## src/rtl/scan_chain_host.sv

```systemverilog
// Host end of the processor scan chain: shifts a byte-streamed image in
// while returning the previous chain contents, then can run until halt.
module scan_chain_host #(
    parameter int CHAIN_LEN  = 152,
    parameter int BYTE_CNT_W = 5
) (
    input  logic       clk,
    input  logic       rst,
    input  logic       cmd_load,
    input  logic       cmd_run,
    output logic       busy,
    output logic       halted,
    input  logic [7:0] in_data,
    input  logic       in_valid,
    output logic       in_ready,
    output logic [7:0] out_data,
    output logic       out_valid,
    input  logic       out_ready,
    output logic       chain_scan_enable,
    output logic       chain_scan_in,
    input  logic       chain_scan_out,
    output logic       chain_proc_en,
    input  logic       chain_halt
);

    localparam int NB        = (CHAIN_LEN + 7) / 8;
    localparam int LAST_BITS = CHAIN_LEN - 8 * (NB - 1);
    localparam logic [BYTE_CNT_W-1:0] NB_C  = BYTE_CNT_W'(NB);
    localparam logic [BYTE_CNT_W-1:0] NB_M1 = BYTE_CNT_W'(NB - 1);

    typedef enum logic [2:0] {IDLE, GET, SHIFT, PUT, RUN} state_t;

    state_t                state_q, state_d;
    logic [7:0]            shift_q, shift_d;
    logic [7:0]            cap_q, cap_d;
    logic [3:0]            bit_cnt_q, bit_cnt_d;
    logic [BYTE_CNT_W-1:0] byte_cnt_q, byte_cnt_d;
    logic                  halted_q, halted_d;
    logic                  busy_q, busy_d;
    logic                  in_ready_q, in_ready_d;
    logic                  out_valid_q, out_valid_d;
    logic [7:0]            out_data_q, out_data_d;
    logic                  scan_en_q, scan_en_d;
    logic                  scan_in_q, scan_in_d;
    logic                  proc_en_q, proc_en_d;
    logic [3:0]            nbits;

    assign nbits = (byte_cnt_q == NB_M1) ? 4'(LAST_BITS) : 4'd8;

    always_comb begin
        state_d    = state_q;
        shift_d    = shift_q;
        cap_d      = cap_q;
        bit_cnt_d  = bit_cnt_q;
        byte_cnt_d = byte_cnt_q;
        halted_d   = halted_q;
        unique case (state_q)
            IDLE: begin
                if (cmd_load) begin
                    state_d    = GET;
                    halted_d   = 1'b0;
                    byte_cnt_d = '0;
                end else if (cmd_run) begin
                    state_d = RUN;
                end
            end
            GET: begin
                if (in_valid) begin
                    shift_d   = in_data;
                    cap_d     = 8'h00;
                    bit_cnt_d = 4'd0;
                    state_d   = SHIFT;
                end
            end
            SHIFT: begin
                cap_d[bit_cnt_q[2:0]] = chain_scan_out;
                shift_d   = {1'b0, shift_q[7:1]};
                bit_cnt_d = bit_cnt_q + 4'd1;
                if (bit_cnt_q == nbits - 4'd1) begin
                    state_d    = PUT;
                    byte_cnt_d = byte_cnt_q + 1'b1;
                end
            end
            PUT: begin
                if (out_ready) begin
                    state_d = (byte_cnt_q == NB_C) ? IDLE : GET;
                end
            end
            RUN: begin
                // A load aborts the run without flagging a halt
                if (cmd_load) begin
                    state_d    = GET;
                    halted_d   = 1'b0;
                    byte_cnt_d = '0;
                end else if (chain_halt) begin
                    state_d  = IDLE;
                    halted_d = 1'b1;
                end
            end
            default: state_d = IDLE;
        endcase

        busy_d      = (state_d != IDLE);
        in_ready_d  = (state_d == GET);
        out_valid_d = (state_d == PUT);
        out_data_d  = (state_d == PUT) ? cap_d : 8'h00;
        scan_en_d   = (state_d == SHIFT);
        scan_in_d   = (state_d == SHIFT) & shift_d[0];
        proc_en_d   = (state_d == RUN);
    end

    always_ff @(posedge clk) begin
        if (rst) begin
            state_q     <= IDLE;
            shift_q     <= 8'h00;
            cap_q       <= 8'h00;
            bit_cnt_q   <= 4'd0;
            byte_cnt_q  <= '0;
            halted_q    <= 1'b0;
            busy_q      <= 1'b0;
            in_ready_q  <= 1'b0;
            out_valid_q <= 1'b0;
            out_data_q  <= 8'h00;
            scan_en_q   <= 1'b0;
            scan_in_q   <= 1'b0;
            proc_en_q   <= 1'b0;
        end else begin
            state_q     <= state_d;
            shift_q     <= shift_d;
            cap_q       <= cap_d;
            bit_cnt_q   <= bit_cnt_d;
            byte_cnt_q  <= byte_cnt_d;
            halted_q    <= halted_d;
            busy_q      <= busy_d;
            in_ready_q  <= in_ready_d;
            out_valid_q <= out_valid_d;
            out_data_q  <= out_data_d;
            scan_en_q   <= scan_en_d;
            scan_in_q   <= scan_in_d;
            proc_en_q   <= proc_en_d;
        end
    end

    assign busy              = busy_q;
    assign halted            = halted_q;
    assign in_ready          = in_ready_q;
    assign out_valid         = out_valid_q;
    assign out_data          = out_data_q;
    assign chain_scan_enable = scan_en_q;
    assign chain_scan_in     = scan_in_q;
    assign chain_proc_en     = proc_en_q;

endmodule

```

## config.mk

```make
export PLATFORM = sky130hd
export DESIGN_NAME = scan_chain_host
export DESIGN_NICKNAME = d
export VERILOG_FILES = /design/src/rtl/scan_chain_host.sv
export SDC_FILE = /design/constraint.sdc
export NUM_CORES = 1
export LEC_CHECK = 0
export CORE_UTILIZATION = 54
export CTS_BUF_LIST = sky130_fd_sc_hd__clkbuf_8
export CTS_CLUSTER_DIAMETER = 30
export DETAILED_ROUTE_END_ITERATION = 10
export PLACE_DENSITY = 0.8
export SETUP_SLACK_MARGIN = 0.02
export SLEW_MARGIN = 40
export SYNTH_ARGS = -nofsm -noshare
export SYNTH_HDL_FRONTEND = slang
export SYNTH_SLANG_ARGS = --single-unit
```

## constraint.sdc

```tcl
create_clock -name clk -period 2 [get_ports clk]
set_input_delay 0.4 -clock clk [delete_from_list [all_inputs] [get_ports clk]]
set_output_delay 0.4 -clock clk [all_outputs]
set_load 0.05 [all_outputs]
```

==> key figures, run 1 <==
Critical path
  • Crit-path slowest cell: clkdlybuf4s50_1
  • Crit path DAT: roughly 1.4 ns
  • Req. time, crit path: roughly 1.6 ns
  • R2R setup slack: roughly 0.26 ns
  • Critical path class: reg2out
  • Top Family by Delay on Critical Path: buffers and inverters
  • Critical Path End Type: primary output
  • CP max FO: 2
  • R2r startpoint: bit_cnt_q[1]
  • CP bufs+invs: 1
  • Startpoint type of the worst setup path: flop
  • Worst path max stage delay: about 0.8 ns
  • Reg2reg end: out_data[5]
  • R2R cell count: 5
  • Cells along the critical path: clkdlybuf4s50_1

Timing
  • Worst slew margin: 0.658
  • Max-slew violation count: 0
  • Worst slew pin tran: 0.511 ns
  • Min Tclk post-route: 1.82 ns
  • Finish-stage setup viols: 0
  • Fmax: about 550 MHz
  • Unrepaired setup endpoints after global routing: false
  • Tcrit/Tclk final: 0.912
  • Total negative slack: 0 ns
  • Final Skew: about 0.0056 ns
  • Final hold violations: 0

Flow run
  • Max-Cap Viols: 0

Clocking
  • Inserted Clock Buffers: 5
  • CTS tree: done
  • Worst-Skew Late Latency: 0.30 ns
  • CTS root buf: clkbuf_8
  • Post-cts sizing count: 0
  • Number of H-tree levels: 2
  • Hold_buf cts: 0
  • Sink Count: between 40 and 50
  • Bufs on Longest Clock Path: 2
  • Setup repair bufs after CTS: 0
  • Clk slew on worst S/H paths: around 0.080 ns

Synth
  • Gate Count Post-Synth: 195
  • Most frequent cells after synthesis: dfxtp_1, nor2_1, a21oi_1
  • Synthesized Nets: between 200 and 250
  • EDFF count, synth: 0
  • Mapped cell area: about 0.0018 mm^2
  • Synth top area cells: dfxtp_1, nor2_1, a21oi_1
  • Most common cell in the synthesized netlist: dfxtp_1
  • Syn avg cell area: between 9 and 10 um^2
  • Synth unique cells: 47
  • Async set-reset flop share out of synthesis: 0
  • Cell taking the most area after synthesis: dfxtp_1
  • Ys Warns: 0
  • Seq/Total Area, Yosys: 0.475
  • Synthesized flop and latch total: 43
  • Top-area cell type share of the netlist area: 0.475
  • Predominant post-synthesis flop cell: dfxtp_1

Layout
  • Nets: between 200 and 300
  • Layout cells sized above 1: 0.132
  • Fillers: 239
  • Reg area: around 860 um^2
  • Area added between synthesis and finish: 25.5%
  • Post-layout instance area: around 0.0023 mm^2
  • Combined area of the multi-input logic cells: 866 um^2
  • Number of antenna diodes: 0

Route
  • Antenna Nets Post-Route: 0
  • Drt drc: 0
  • Via count: between 1500 and 2000
  • Initial DRC count: slightly below 60
  • Vias per inst: roughly 5.5
  • Final WL: approximately 3800 um
  • Routed wire per std cell: around 14 um
  • TritonRoute pass-1 iters: 4

Placed design
  • Placed cell area: 0.00219 mm^2
  • I/O Buffers: 30
  • Hpwl dp: roughly 2700 um
  • Placer congestion estimate: ~0.84

Pwr
  • Peak supply drop: between 0.6 and 0.7 mV
  • P per Cell Area: around 730 mW/mm^2
  • P_leak: ~0.81 nW

Floorplanning
  • Die area: approximately 0.0036 mm^2
  • Ports: 31
  • Chip height: around 60 um
  • X dimension of the die: roughly 60 um
  • Row Count: 20
  • Starting Density: 0.580
  • Core area: 0.00313 mm^2

Min path
  • Hold EP: shift_q[2]
  • Hold Startpoint: shift_q[2]
  • Hold depth: 2
  • Hold WC Path Type: reg2reg

Global routing
  • Initial antenna violation count: 0
  • Largest net degree at the start of global routing: 17
  • First-pass GRT wire length: approximately 6400 um
  • Total grt overflow: 0
  • Number of global-route vias before repair: roughly 1500
  • All-Layer GR Usage: 0.246

Status
  • Outcome: finished clean
==> report_power, final <==
group | switching [mW] | internal, mW
Combinational | 0.118 | 0.102
Clock | 0.296 | 0.239
Sequential | 0.0206 | 0.876
==> cell usage in the layout (no fill, tap or decap), types with 5 or more instances in the layout <==
| cell type | count |
|---|---|
| a22oi_1 | 6 |
| nand2_1 | 10 |
| a21oi_1 | 15 |
| nor2b_1 | 6 |
| o22ai_1 | 6 |
| dfxtp_1 | 43 |
| inv_1 | 6 |
| nor3_1 | 8 |
| clkdlybuf4s50_1 | 30 |
| clkbuf_8 | 5 |
| nor2_1 | 26 |
| a31oi_1 | 5 |
| buf_4 | 12 |
==> registers in the layout, indices dropped and copies added (netlist names), 3 cells and up <==
register	count
bit_cnt_q	4
state_q	3
shift_q	8
out_data	8
byte_cnt_q	5
cap_q	8
==> worst max-delay path by stage <==
stage / end / slack, ns / start / cells after the start
5_1_grt: out_data[5] / 0.11 / bit_cnt_q[1] / 5
2_1_floorplan: chain_scan_in / 0.42 / bit_cnt_q[0] / 5
3_3_place_gp: out_data[2] / 0.13 / in_valid / 6
6_report: halted / 0.18 / halted / 1
4_1_cts: busy / 0.16 / busy / 1
3_5_place_dp: out_data[5] / 0.08 / cmd_load / 5
==> through the flow <==
step	hold slack (ns)	utilization	setup slack, ns	power (mW)	cells
2_1_floorplan	0.437	-	0.415	1.05	195
3_3_place_gp	0.443	0.700	0.134	1.13	270
3_5_place_dp	0.451	0.700	0.0769	1.14	270
4_1_cts	0.461	0.728	0.156	1.66	278
5_1_grt	0.487	0.728	0.106	1.72	278
6_report	0.461	0.728	0.176	1.65	278
==> per-layer routing <==
metal,GRT usage,up-vias,routed length [um]
li1,-,773,-
met1,0.279,694,1680
met2,0.417,42,1900
met3,0.0823,8,148
met4,0.110,0,68
met5,0,-,0
==> cell families after synthesis <==
family | synth area share
buf+inv | 0.0476
mux | 0.0173
compound gates | 0.201
flops | 0.475
fa+ha+maj | 0.0138
simple gates | 0.246
==> cell type report <==
| class | instances | share of cell area |
|---|---|---|
| clock buffer | 5 | 0.0302 |
| timing repair buffer | 42 | 0.172 |
| clock inverter | 3 | 0.00715 |
| inverter | 5 | 0.00825 |
| sequential | 43 | 0.378 |
| tap | 44 | 0.0242 |
| multi-input combinational | 136 | 0.380 |
Note: power is estimated with default switching activity, not from simulation.
==> inputs of run 2 (changes only) <==
CORE_MARGIN = 1   (was unset)
==> results of run 2 <==
Same layout as run 1: the final DEF is identical, and so are final timing and power.
==> inputs of run 3 (changes only) <==
CTS_CLUSTER_SIZE = 30   (was unset)
==> results of run 3 <==
Same layout as run 1: the final DEF is identical, and so are final timing and power.
